`src/rtl/bcd_counter4.sv`:
```
// Purpose : 4-digit packed-BCD up/down counter that feeds the seven-segment display mux.
// Latency : digits and wrap update on the edge that samples the command (1 cycle); blank is combinational.
// Backpr. : none; one step per enable cycle, and clear/load take priority over enable.
//
// Ports:
//    clk, reset          - clock, synchronous active-high reset
//    enable, up          - count tick and direction (up ignored when enable is low)
//    clear, load         - synchronous clear to 0000 / load of load_value
//    load_value[15:0]    - packed BCD {d3,d2,d1,d0}; nibbles > 9 are clamped to 9
//    digit0..digit3      - registered BCD digits (digit0 = units)
//    blank[3:0]          - per-digit blank mask, decoded from the registered digits
//    wrap                - registered one-cycle pulse after a wrapping tick
//
// Optional feature: define LEADING_ZERO_BLANK_EN to blank leading zeros (units never blanked).
// Without the macro, blank is tied to 4'b0000.

module bcd_counter4 #(
   parameter logic [15:0] MAX_BCD = 16'h9999
) (
   input  logic        clk,
   input  logic        reset,
   input  logic        enable,
   input  logic        up,
   input  logic        clear,
   input  logic        load,
   input  logic [15:0] load_value,
   output logic [3:0]  digit0,
   output logic [3:0]  digit1,
   output logic [3:0]  digit2,
   output logic [3:0]  digit3,
   output logic [3:0]  blank,
   output logic        wrap
);

   logic [15:0] value_q, value_d;
   logic        wrap_q, wrap_d;
   logic [15:0] load_clamped;
   logic [15:0] value_inc;
   logic [15:0] value_dec;
   logic        inc_carry;
   logic        dec_borrow;

   // Clamp each load nibble to 9 so the register can never hold a non-BCD digit.
   always_comb begin
      load_clamped = 16'h0000;
      for (int i = 0; i < 4; i++) begin
         if (load_value[4*i +: 4] > 4'd9) begin
            load_clamped[4*i +: 4] = 4'd9;
         end else begin
            load_clamped[4*i +: 4] = load_value[4*i +: 4];
         end
      end
   end

   // Ripple increment across all digits in one cycle (0999 -> 1000).
   always_comb begin
      value_inc = value_q;
      inc_carry = 1'b1;
      for (int i = 0; i < 4; i++) begin
         if (inc_carry) begin
            if (value_q[4*i +: 4] == 4'd9) begin
               value_inc[4*i +: 4] = 4'd0;
            end else begin
               value_inc[4*i +: 4] = value_q[4*i +: 4] + 4'd1;
               inc_carry = 1'b0;
            end
         end
      end
   end

   // Ripple decrement with borrow (1000 -> 0999).
   always_comb begin
      value_dec  = value_q;
      dec_borrow = 1'b1;
      for (int i = 0; i < 4; i++) begin
         if (dec_borrow) begin
            if (value_q[4*i +: 4] == 4'd0) begin
               value_dec[4*i +: 4] = 4'd9;
            end else begin
               value_dec[4*i +: 4] = value_q[4*i +: 4] - 4'd1;
               dec_borrow = 1'b0;
            end
         end
      end
   end

   // Command priority: clear > load > enable. Wrap detection uses the whole packed
   // value; valid BCD orders the same as binary, so plain magnitude compares work.
   always_comb begin
      value_d = value_q;
      wrap_d  = 1'b0;
      if (clear) begin
         value_d = 16'h0000;
      end else if (load) begin
         value_d = (load_clamped > MAX_BCD) ? MAX_BCD : load_clamped;
      end else if (enable) begin
         if (up) begin
            if (value_q == MAX_BCD) begin
               value_d = 16'h0000;
               wrap_d  = 1'b1;
            end else begin
               value_d = value_inc;
            end
         end else begin
            if (value_q == 16'h0000) begin
               value_d = MAX_BCD;
               wrap_d  = 1'b1;
            end else begin
               value_d = value_dec;
            end
         end
      end
   end

   always_ff @(posedge clk) begin
      if (reset) begin
         value_q <= 16'h0000;
         wrap_q  <= 1'b0;
      end else begin
         value_q <= value_d;
         wrap_q  <= wrap_d;
      end
   end

   assign digit0 = value_q[3:0];
   assign digit1 = value_q[7:4];
   assign digit2 = value_q[11:8];
   assign digit3 = value_q[15:12];
   assign wrap   = wrap_q;

`ifdef LEADING_ZERO_BLANK_EN
   // A digit is blanked only if it and every more significant digit are zero.
   always_comb begin
      blank    = 4'b0000;
      blank[3] = (digit3 == 4'd0);
      blank[2] = blank[3] & (digit2 == 4'd0);
      blank[1] = blank[2] & (digit1 == 4'd0);
      blank[0] = 1'b0;
   end
`else
   assign blank = 4'b0000;
`endif

endmodule

```
`config.mk`:
```
export PLATFORM = sky130hd
export DESIGN_NAME = bcd_counter4
export DESIGN_NICKNAME = d
export VERILOG_FILES = /design/src/rtl/bcd_counter4.sv
export SDC_FILE = /design/constraint.sdc
export NUM_CORES = 1
export LEC_CHECK = 0
export ABC_CLOCK_PERIOD_IN_PS = 1500
export BUFFER_PORTS_ARGS = -buffer_cell sky130_fd_sc_hd__buf_4
export CORE_ASPECT_RATIO = 0.5
export CORE_MARGIN = 2
export CORE_UTILIZATION = 48
export CTS_CLUSTER_DIAMETER = 80
export DETAILED_ROUTE_END_ITERATION = 8
export PLACE_DENSITY = 0.77
export SKIP_LAST_GASP = 1
export SLEW_MARGIN = 20
export SYNTH_ARGS = -nofsm -noshare
export SYNTH_HDL_FRONTEND = slang
export SYNTH_SLANG_ARGS = --single-unit
```
`constraint.sdc`:
```
create_clock -name clk -period 1.5 [get_ports clk]
set_input_delay 0.225 -clock clk [delete_from_list [all_inputs] [get_ports clk]]
set_output_delay 0.225 -clock clk [all_outputs]
set_load 0.01 [all_outputs]
```
==> metrics.cfg, run 1 <==
[outcome]
status = finished, violations left
violations = negative setup slack

[pwr]
finalPower_mw = 1.403
p_per_area_nw_per_um2 = 596.5
ir_worst_vdd_v = 0.0002916
p_leak_nw = 0.9722

[worst_setup_path]
endpoint_kind = flop
required_ns = 1.68
criticalPathCategory = flop to flop
crit_slowest_cell = dfxtp_4
max_stage_delay_ns = 0.38
crit_arrival_ns = 1.76
worstPathCellList = nor4bb_4 -> and4_4 -> a32oi_4 -> a31o_1 -> o31ai_2
rrSetupSlack_ns = -0.09
critPathLaunchType = flop
worstPathMaxFanout = 6

[timing]
setup_violations = 5
worst_slack_ns = -0.08533
rsz0062_at_grt = true
fin_crit_ns = 1.585
hold_violations = 0
max_clock_freq_mhz = 630.8
final.period_utilization_pct = 105.7
skew_ns = 0.004751
slew_viol_final = 0

[grt]
grt_pass1_vias = 1731
grt_max_degree = 19
gr-total-overflow = 0
grt_pass1_wl_um = 8266
antenna_found_initial = 0
groute.usage.overall_pct = 27.58

[layout]
layout.cells.non_filler = 320
drive_gt1_share_pct = 42.50
nets = 303
area_growth_pct = 43.62
post-route-util_pct = 75.44
final_area_um2 = 2352
insertedDiodeCount = 0

[die]
die-width_um = 86.61
num_rows = 14
core_um2 = 3118
dieArea_um2 = 3924
io_pins = 43
dieHeight_um = 45.31
initial_utilization_pct = 52.53

[synth]
ys_seq_elements = 17
ys_types = 61
synthesis.area_um2 = 1638
yosysWarnings = 0
yosys-top-cells-area = dfxtp_1 (21%), o21ai_0 (6.4%), nor2_1 (4.4%)
yosysTopAreaCell = dfxtp_1
synth_edf_count = 0
ys.flop_type = dfxtp_1
syn_area_per_cell_um2 = 7.411
synth_top_area_share_pct = 20.78
synth-async-reset-ratio_pct = 0
syn_inst = 221
ys_seq_area_share_pct = 20.78

[clock_tree]
clockRootBuffer = clkbuf_8
cts_buffer_depth = 2
postCtsHoldBufs = 0
cts_buffers = 3
clk_latency_ns = 0.27
cts_tree = built
clk_pin_slew_ns = 0.08
htree_levels = 1
cts_sinks = 17

[placed_design]
place_ws_ns = -0.09700
dp_cells = 313
io_buffer_count = 38
dpl-instance-area_um2 = 2180
hpwl_um = 3666
place_congestion = 0.8824

[detailed_routing]
routedWlPerCell_um = 17.00
drc = 0
viasPerCell = 6.297
totalWireLength_um = 5439
vias = 2015
detail-route-antenna-nets = 0
drt-initial-drc-count = 143
dr.pass1.iters = 4

[min_path]
hp-class = input port to flop

[run]
maxCapViolations = 0

[per-stage QoR]
| stage | setup TNS, ns | hold slack [ns] |
|---|---|---|
| floorplan | -0.09721 | 0.3610 |
| global placement | -0.02636 | 0.5055 |
| detailed placement | -0.4231 | 0.5134 |
| CTS | -0.1486 | 0.2244 |
| global route | -1.010 | 0.2439 |
| finish | -0.1885 | 0.2248 |
[where the power goes]
group | internal [mW] | switching (mW) | total [mW]
Clock | 0.186 | 0.201 | 0.387
Sequential | 0.468 | 0.0378 | 0.506
Combinational | 0.255 | 0.256 | 0.511
Total | 0.908 | 0.495 | 1.40
[worst max-delay path: cells and delay by family, from the launching register on]
family | cells | cell delay [ns]
simple gates | 2 | 0.62
flops | 1 | 0.38
compound gates | 3 | 0.49
[per-layer routing]
layer	track usage, %	up-vias	wire length, µm
met5	0	-	0
met4	7.500	0	117
met3	6.216	19	468
met2	45.69	118	2528
met1	36.96	932	2325
li1	-	946	-
[state kept, by name, summed over array words and instances (netlist names)]
signal and flops:
value_q 16, wrap 1
[layout make-up]
type	count	area (µm²)
Tap cell	40	50.05
Timing Repair Buffer	78	605.6
Multi-Input combinational cell	174	1257
Clock inverter	1	5.005
Fill cell	239	765.7
Sequential cell	17	364.1
Inverter	7	28.78
Clock buffer	3	41.29
[cell usage in the layout (no fill, tap or decap), drive strengths merged, types with 5 or more instances in the layout]
cell type	n
nor3	12
nor2	19
xnor2	6
a21oi	13
inv	6
dfxtp	17
buf	78
o21ai	21
nand2	8
nand3b	5
nand3	6
a31oi	5
[path summary, 6_finish.rpt]
path,start,endpoint,depth (start not counted)
setup / recovery,value_q[0],value_q[14],5
hold reg to reg,value_q[12],value_q[12],2
setup reg to reg,value_q[0],value_q[14],5
hold / removal,load_value[5],value_q[5],3
[cell families after synthesis]
group	count (synthesis)	synth area share (%)
muxes	3	1.834
xor gates and xnor gates	10	5.347
other	1	0.2290
DFF	17	20.78
AOI/OAI and AO/OA	74	31.32
buffers and inverters	33	10.62
and+or+nand+nor	83	29.87
[what timing repair did]
action / 4_1_cts / 5_1_grt
setup buffers: 1 / 2
pin swaps: 4 / 10
gates resized for setup: 11 / 22
setup endpoints to repair: 11 / 13
[cells in the mapped netlist, types with 2 or more instances]
library cell   n
nand4_1        4
dfxtp_1       17
nand2_1        8
nand3b_1       5
and3_1         4
nor2_1        19
xnor2_1        6
o311ai_0       3
xor2_1         4
and2_1         4
nor2b_1        4
o21ai_0       21
mux2i_1        3
nor4b_1        2
or2_2          3
inv_1          5
clkbuf_1      12
buf_4          7
nor4_1         4
buf_6          2
a21oi_1       13
a221oi_1       3
o211ai_1       3
o221ai_1       2
a211oi_1       2
a31oi_1        5
o21a_1         2
buf_2          5
nand3_1        6
nor3_1        12
Note: power is estimated with default switching activity, not from simulation.
==> run 2: changes to the inputs <==
Settings changed: BUFFER_PORTS_ARGS -buffer_cell sky130_fd_sc_hd__buf_4 to not set, CORE_ASPECT_RATIO 0.5 to 0.7, CORE_UTILIZATION 48 to 50, DONT_BUFFER_PORTS set to 1, PLACE_DENSITY 0.77 to 0.68, SKIP_CTS_REPAIR_TIMING set to 1.
==> run 2 against run 1 <==
Against the previous run: the flow still finishes with violations (negative setup slack); combinational power fell by 28%; sequential power hardly changed; count of clock-buffer cells in the layout rose by 1; global-route usage fell by 2.7 points; flip-flop and latch count is the same; worst hold slack got worse by 0.16 ns; cell count down 14%; non-clock buffer count fell by 43; worst setup slack improved by 0.057 ns; design area shrank 16%; routed wire length fell by 18%.
==> metrics.cfg, run 2 (synthesis gave the netlist of run 1 again) <==
[outcome]
status = finished, violations left  ; unchanged
violations = negative setup slack  ; unchanged

[worst_setup_path]
criticalPathCategory = flop to flop  ; unchanged
required_ns = 1.67  ; was 1.68 ns
critPathLaunchType = flop  ; unchanged
worstPathMaxFanout = 5  ; was 6
crit_arrival_ns = 1.70  ; was 1.76 ns
endpoint_kind = flop  ; unchanged

[min_path]
hp-class = input port to flop  ; unchanged

[timing]
setup_violations = 1  ; was 5
slew_viol_final = 0  ; unchanged
skew_ns = 0.004842  ; was 0.004751 ns
tns_ns = -0.02785  ; was -0.1885 ns
final.period_utilization_pct = 101.9  ; was 105.7%
hold_violations = 0  ; unchanged
worst_slack_ns = -0.02785  ; was -0.08533 ns
fin_crit_ns = 1.528  ; was 1.585 ns
max_clock_freq_mhz = 654.5  ; was 630.8 MHz
rsz0062_at_grt = true  ; unchanged
fin_hold_ws_ns = 0.05982  ; was 0.2248 ns

[detailed_routing]
totalWireLength_um = 4451  ; was 5439 µm
viasPerCell = 6.331  ; was 6.297
drt-initial-drc-count = 135  ; was 143
detail-route-antenna-nets = 0  ; unchanged
drc = 0  ; unchanged
vias = 1741  ; was 2015
dr.pass1.iters = 4  ; unchanged
routedWlPerCell_um = 16.19  ; was 17.00 µm

[die]
io_pins = 43  ; unchanged
dieHeight_um = 51.89  ; was 45.31 µm
num_rows = 17  ; was 14
die-width_um = 72.41  ; was 86.61 µm
core_um2 = 3148  ; was 3118 µm²
initial_utilization_pct = 52.03  ; was 52.53%
dieArea_um2 = 3757  ; was 3924 µm²

[layout]
layout.cells.non_filler = 275  ; was 320
area_growth_pct = 21.31  ; was 43.62%
drive_gt1_share_pct = 30.38  ; was 42.50%
largest_reg_flops = 16  ; unchanged
final_cell_mix = buf_4 (34), nor2_1 (19), o21ai_0 (19)  ; was buf_4 (75), nor2_1 (19), o21ai_0 (18)
nets = 260  ; was 303
mostFrequentLayoutCell = buf_4  ; unchanged
largest-register = value_q  ; unchanged
insertedDiodeCount = 0  ; unchanged

[clock_tree]
cts_buffer_depth = 2  ; unchanged
cts_buffers = 3  ; unchanged
clk_pin_slew_ns = 0.07  ; was 0.08 ns
cts_tree = built  ; unchanged
htree_levels = 1  ; unchanged
clk_latency_ns = 0.26  ; was 0.27 ns
clockRootBuffer = clkbuf_8  ; unchanged
cts_sinks = 17  ; unchanged

[grt]
use_met2_pct = 38.84  ; was 45.69%
top_usage_layer = met2  ; unchanged
gr-total-overflow = 0  ; unchanged
antenna_found_initial = 0  ; unchanged
groute.usage.overall_pct = 24.90  ; was 27.58%
use_met3_pct = 5.426  ; was 6.216%
grt_max_degree = 31  ; was 19
grt_pass1_wl_um = 7362  ; was 8266 µm
grt_use_met1_pct = 35.38  ; was 36.96%
grt_pass1_vias = 1522  ; was 1731

[placed_design]
place_congestion = 0.8805  ; was 0.8824
hpwl_um = 3263  ; was 3666 µm
io_buffer_count = 0  ; was 38
dp_cells = 269  ; was 313
place_ws_ns = -0.07620  ; was -0.09700 ns

[pwr]
p_per_area_nw_per_um2 = 621.1  ; was 596.5 nW/µm²
p_leak_nw = 0.7404  ; was 0.9722 nW
ir_worst_vdd_v = 0.0002775  ; was 0.0002916 V
finalPower_mw = 1.234  ; was 1.403 mW

[run]
maxCapViolations = 0  ; unchanged

-- run 2: through the flow --
step	instance area [µm²]	utilization, %
final	1987	63.12
after global routing	1987	63.12
after CTS	1907	60.57
after detailed placement	1862	59.14
after global placement	1862	59.14
after floorplan	1723	-
-- run 2: layout make-up --
type	instances	area, µm²
tap	38	47.55
multi-input combinational	174	1229
fill	282	1161
timing repair buffer	35	275.3
inverter	7	28.78
clock buffer	4	45.04
sequential	17	361.6
-- run 2: per-layer routing --
metal	vias up	wire [µm]
li1	860	-
met1	814	2060
met2	61	2054
met3	6	299
met4	0	37
met5	-	0
-- run 2: worst paths after layout --
check                                start     endpoint  slack [ns]  cells past startpoint
worst min-delay path                  load  value_q[14]        0.06                      1
worst max register to register  value_q[0]  value_q[14]       -0.03                      5
worst min register to register  value_q[8]   value_q[8]        0.62                      2
worst max-delay path            value_q[0]  value_q[14]       -0.03                      5
-- run 2: worst max-delay path, cell delays in order (launching register included) --
cell and delay [ns]:
dfxtp_4 0.37, nor4bb_4 0.30, and4_4 0.29, a32oi_4 0.08
a31o_1 0.21, o31ai_1 0.18
-- run 2: where the power goes --
group	switching (mW)	internal, mW
clock	0.171	0.189
combinational	0.187	0.181
sequential	0.0367	0.469
==> run 3: changes to the inputs <==
Settings changed: PLACE_DENSITY 0.68 to 0.66.
==> run 3 against run 2 <==
Against the previous run: the run still ends with negative setup slack left; worst setup slack worse by 0.039 ns; register-to-register slack worse by 0.04 ns; core utilization is 3.5 points higher; first-iteration DRC count is 14% higher; global-route usage is 2.4 points higher; power is 3.4% higher; clock power hardly changed; critical path depth stayed put; largest power group unchanged; clock skew is 0.0029 ns lower; via count is 5.4% higher; routed wire length is 14% higher.
==> metrics.cfg, run 3 (synthesis gave the netlist of run 1 again) <==
[clock_tree]
cts_buffers = 3  ; unchanged
cts_sinks = 17  ; unchanged
cts_buffer_depth = 2  ; unchanged
clk_latency_ns = 0.25  ; was 0.26 ns
htree_levels = 1  ; unchanged
clockRootBuffer = clkbuf_8  ; unchanged
clk_pin_slew_ns = 0.07  ; about the same
cts_tree = built  ; unchanged

[detailed_routing]
totalWireLength_um = 5079  ; was 4451 µm
drc = 0  ; unchanged
detail-route-antenna-nets = 0  ; unchanged
viasPerCell = 6.484  ; was 6.331
vias = 1835  ; was 1741
routedWlPerCell_um = 17.95  ; was 16.19 µm
dr.pass1.iters = 5  ; was 4
drt-initial-drc-count = 154  ; was 135

[worst_setup_path]
rrSetupSlack_ns = -0.07  ; was -0.03 ns
worstPathCellList = nor4bb_4 -> and4_4 -> a32oi_4 -> a31o_1 -> o31ai_2  ; was nor4bb_4 -> and4_4 -> a32oi_4 -> a31o_1 -> o31ai_1
crit_slowest_cell = dfxtp_4  ; unchanged
endpoint_kind = flop  ; unchanged
required_ns = 1.67  ; about the same
ff2ff_path_depth = 5  ; unchanged
rr_startpoint = value_q[0]  ; unchanged
crit_arrival_ns = 1.74  ; was 1.70 ns
critPathLaunch = value_q[0]  ; unchanged
max_stage_delay_ns = 0.38  ; was 0.37 ns
worstPathMaxFanout = 5  ; unchanged
criticalPathCategory = flop to flop  ; unchanged
critPathLaunchType = flop  ; unchanged

[placed_design]
hpwl_um = 3573  ; was 3263 µm
io_buffer_count = 0  ; unchanged
place_ws_ns = -0.06583  ; was -0.07620 ns
dp_cells = 277  ; was 269
dpl-instance-area_um2 = 1909  ; was 1862 µm²
place_congestion = 0.8278  ; was 0.8805

[layout]
final_area_um2 = 2097  ; was 1987 µm²
layout.cells.non_filler = 283  ; was 275
nets = 268  ; was 260
largest_reg_flops = 16  ; unchanged
nFillCells = 283  ; was 282
mostFrequentLayoutCell = buf_4  ; unchanged
final_cell_mix = buf_4 (42), nor2_1 (19), o21ai_0 (19)  ; was buf_4 (34), nor2_1 (19), o21ai_0 (19)
largest-register = value_q  ; unchanged
drive_gt1_share_pct = 35.51  ; was 30.38%
insertedDiodeCount = 0  ; unchanged
area_growth_pct = 28.04  ; was 21.31%

[pwr]
p_leak_nw = 0.7881  ; was 0.7404 nW
p_per_area_nw_per_um2 = 608.6  ; was 621.1 nW/µm²
ir_worst_vdd_v = 0.0003189  ; was 0.0002775 V

[timing]
rsz0062_at_grt = true  ; unchanged
max_clock_freq_mhz = 638.3  ; was 654.5 MHz
skew_ns = 0.001963  ; was 0.004842 ns
slew_viol_final = 0  ; unchanged
hold_violations = 0  ; unchanged
worst_slack_ns = -0.06661  ; was -0.02785 ns
fin_hold_ws_ns = 0.05971  ; was 0.05982 ns
maxSlewHeadroom_pct = 60.02
fin_crit_ns = 1.567  ; was 1.528 ns
worst_pin_slew_ns = 0.5971
final.period_utilization_pct = 104.4  ; was 101.9%
setup_violations = 7  ; was 1

[die]
core_um2 = 3148  ; unchanged
dieArea_um2 = 3757  ; unchanged
initial_utilization_pct = 52.03  ; unchanged
dieHeight_um = 51.89  ; unchanged
die-width_um = 72.41  ; unchanged
io_pins = 43  ; unchanged
num_rows = 17  ; unchanged

[min_path]
hp-class = input port to flop  ; unchanged
whs_path_depth = 1  ; unchanged
hold_start = load  ; unchanged

[grt]
groute.usage.overall_pct = 27.27  ; was 24.90%
antenna_found_initial = 0  ; unchanged
grt_pass1_vias = 1722  ; was 1522
grt_pass1_wl_um = 8010  ; was 7362 µm
gr-total-overflow = 0  ; unchanged
grt_max_degree = 31  ; unchanged

[outcome]
status = finished, violations left  ; unchanged
violations = negative setup slack  ; unchanged

[run]
maxCapViolations = 0  ; unchanged

[run 3: where the power goes]
part           total [mW]  switching [mW]  leakage (nW)  internal [mW]
combinational       0.405           0.205         0.621          0.200
clock               0.363           0.174        0.0228          0.189
sequential          0.509          0.0395         0.145          0.469
total                1.28           0.418         0.788          0.858
[run 3: final cells by class]
cell class	instances	area, µm²	area share, %
Inverter	7	28.78	1.372
Multi-Input combinational cell	174	1286	61.34
Tap cell	38	47.55	2.267
Sequential cell	17	362.8	17.30
Clock buffer	4	45.04	2.148
Timing Repair Buffer	43	326.6	15.57
[run 3: path summary, 6_finish.rpt]
kind / to
worst max-delay path: value_q[14]
worst min-delay path: value_q[14]
worst max register to register: value_q[14]
worst min register to register: value_q[10]
[run 3: through the flow]
stage / power [mW] / setup TNS (ns) / utilization [%]
floorplan: 0.7894 / -0.09721 / -
global placement: 0.8636 / -0.01206 / 60.65
detailed placement: 0.8798 / -0.2199 / 60.65
CTS: 1.241 / -0.5118 / 62.08
global route: 1.338 / -1.191 / 66.61
finish: 1.276 / -0.2485 / 66.61
[run 3: worst max-delay path, delay by kind of cell, from the launching register on]
family / cells / cell delay, ns
AO/OA/AOI/OAI: 3 / 0.48
flip-flops: 1 / 0.38
AND/OR/NAND/NOR: 2 / 0.61
[run 3: routing by layer]
layer / global-route usage, % / up-vias / share of wire (%)
met4: 5.247 / 0 / 0.67
li1: - / 875 / -
met1: 35.10 / 873 / 44
met2: 46.33 / 81 / 48
met5: 0 / - / 0
met3: 7.364 / 6 / 7.4
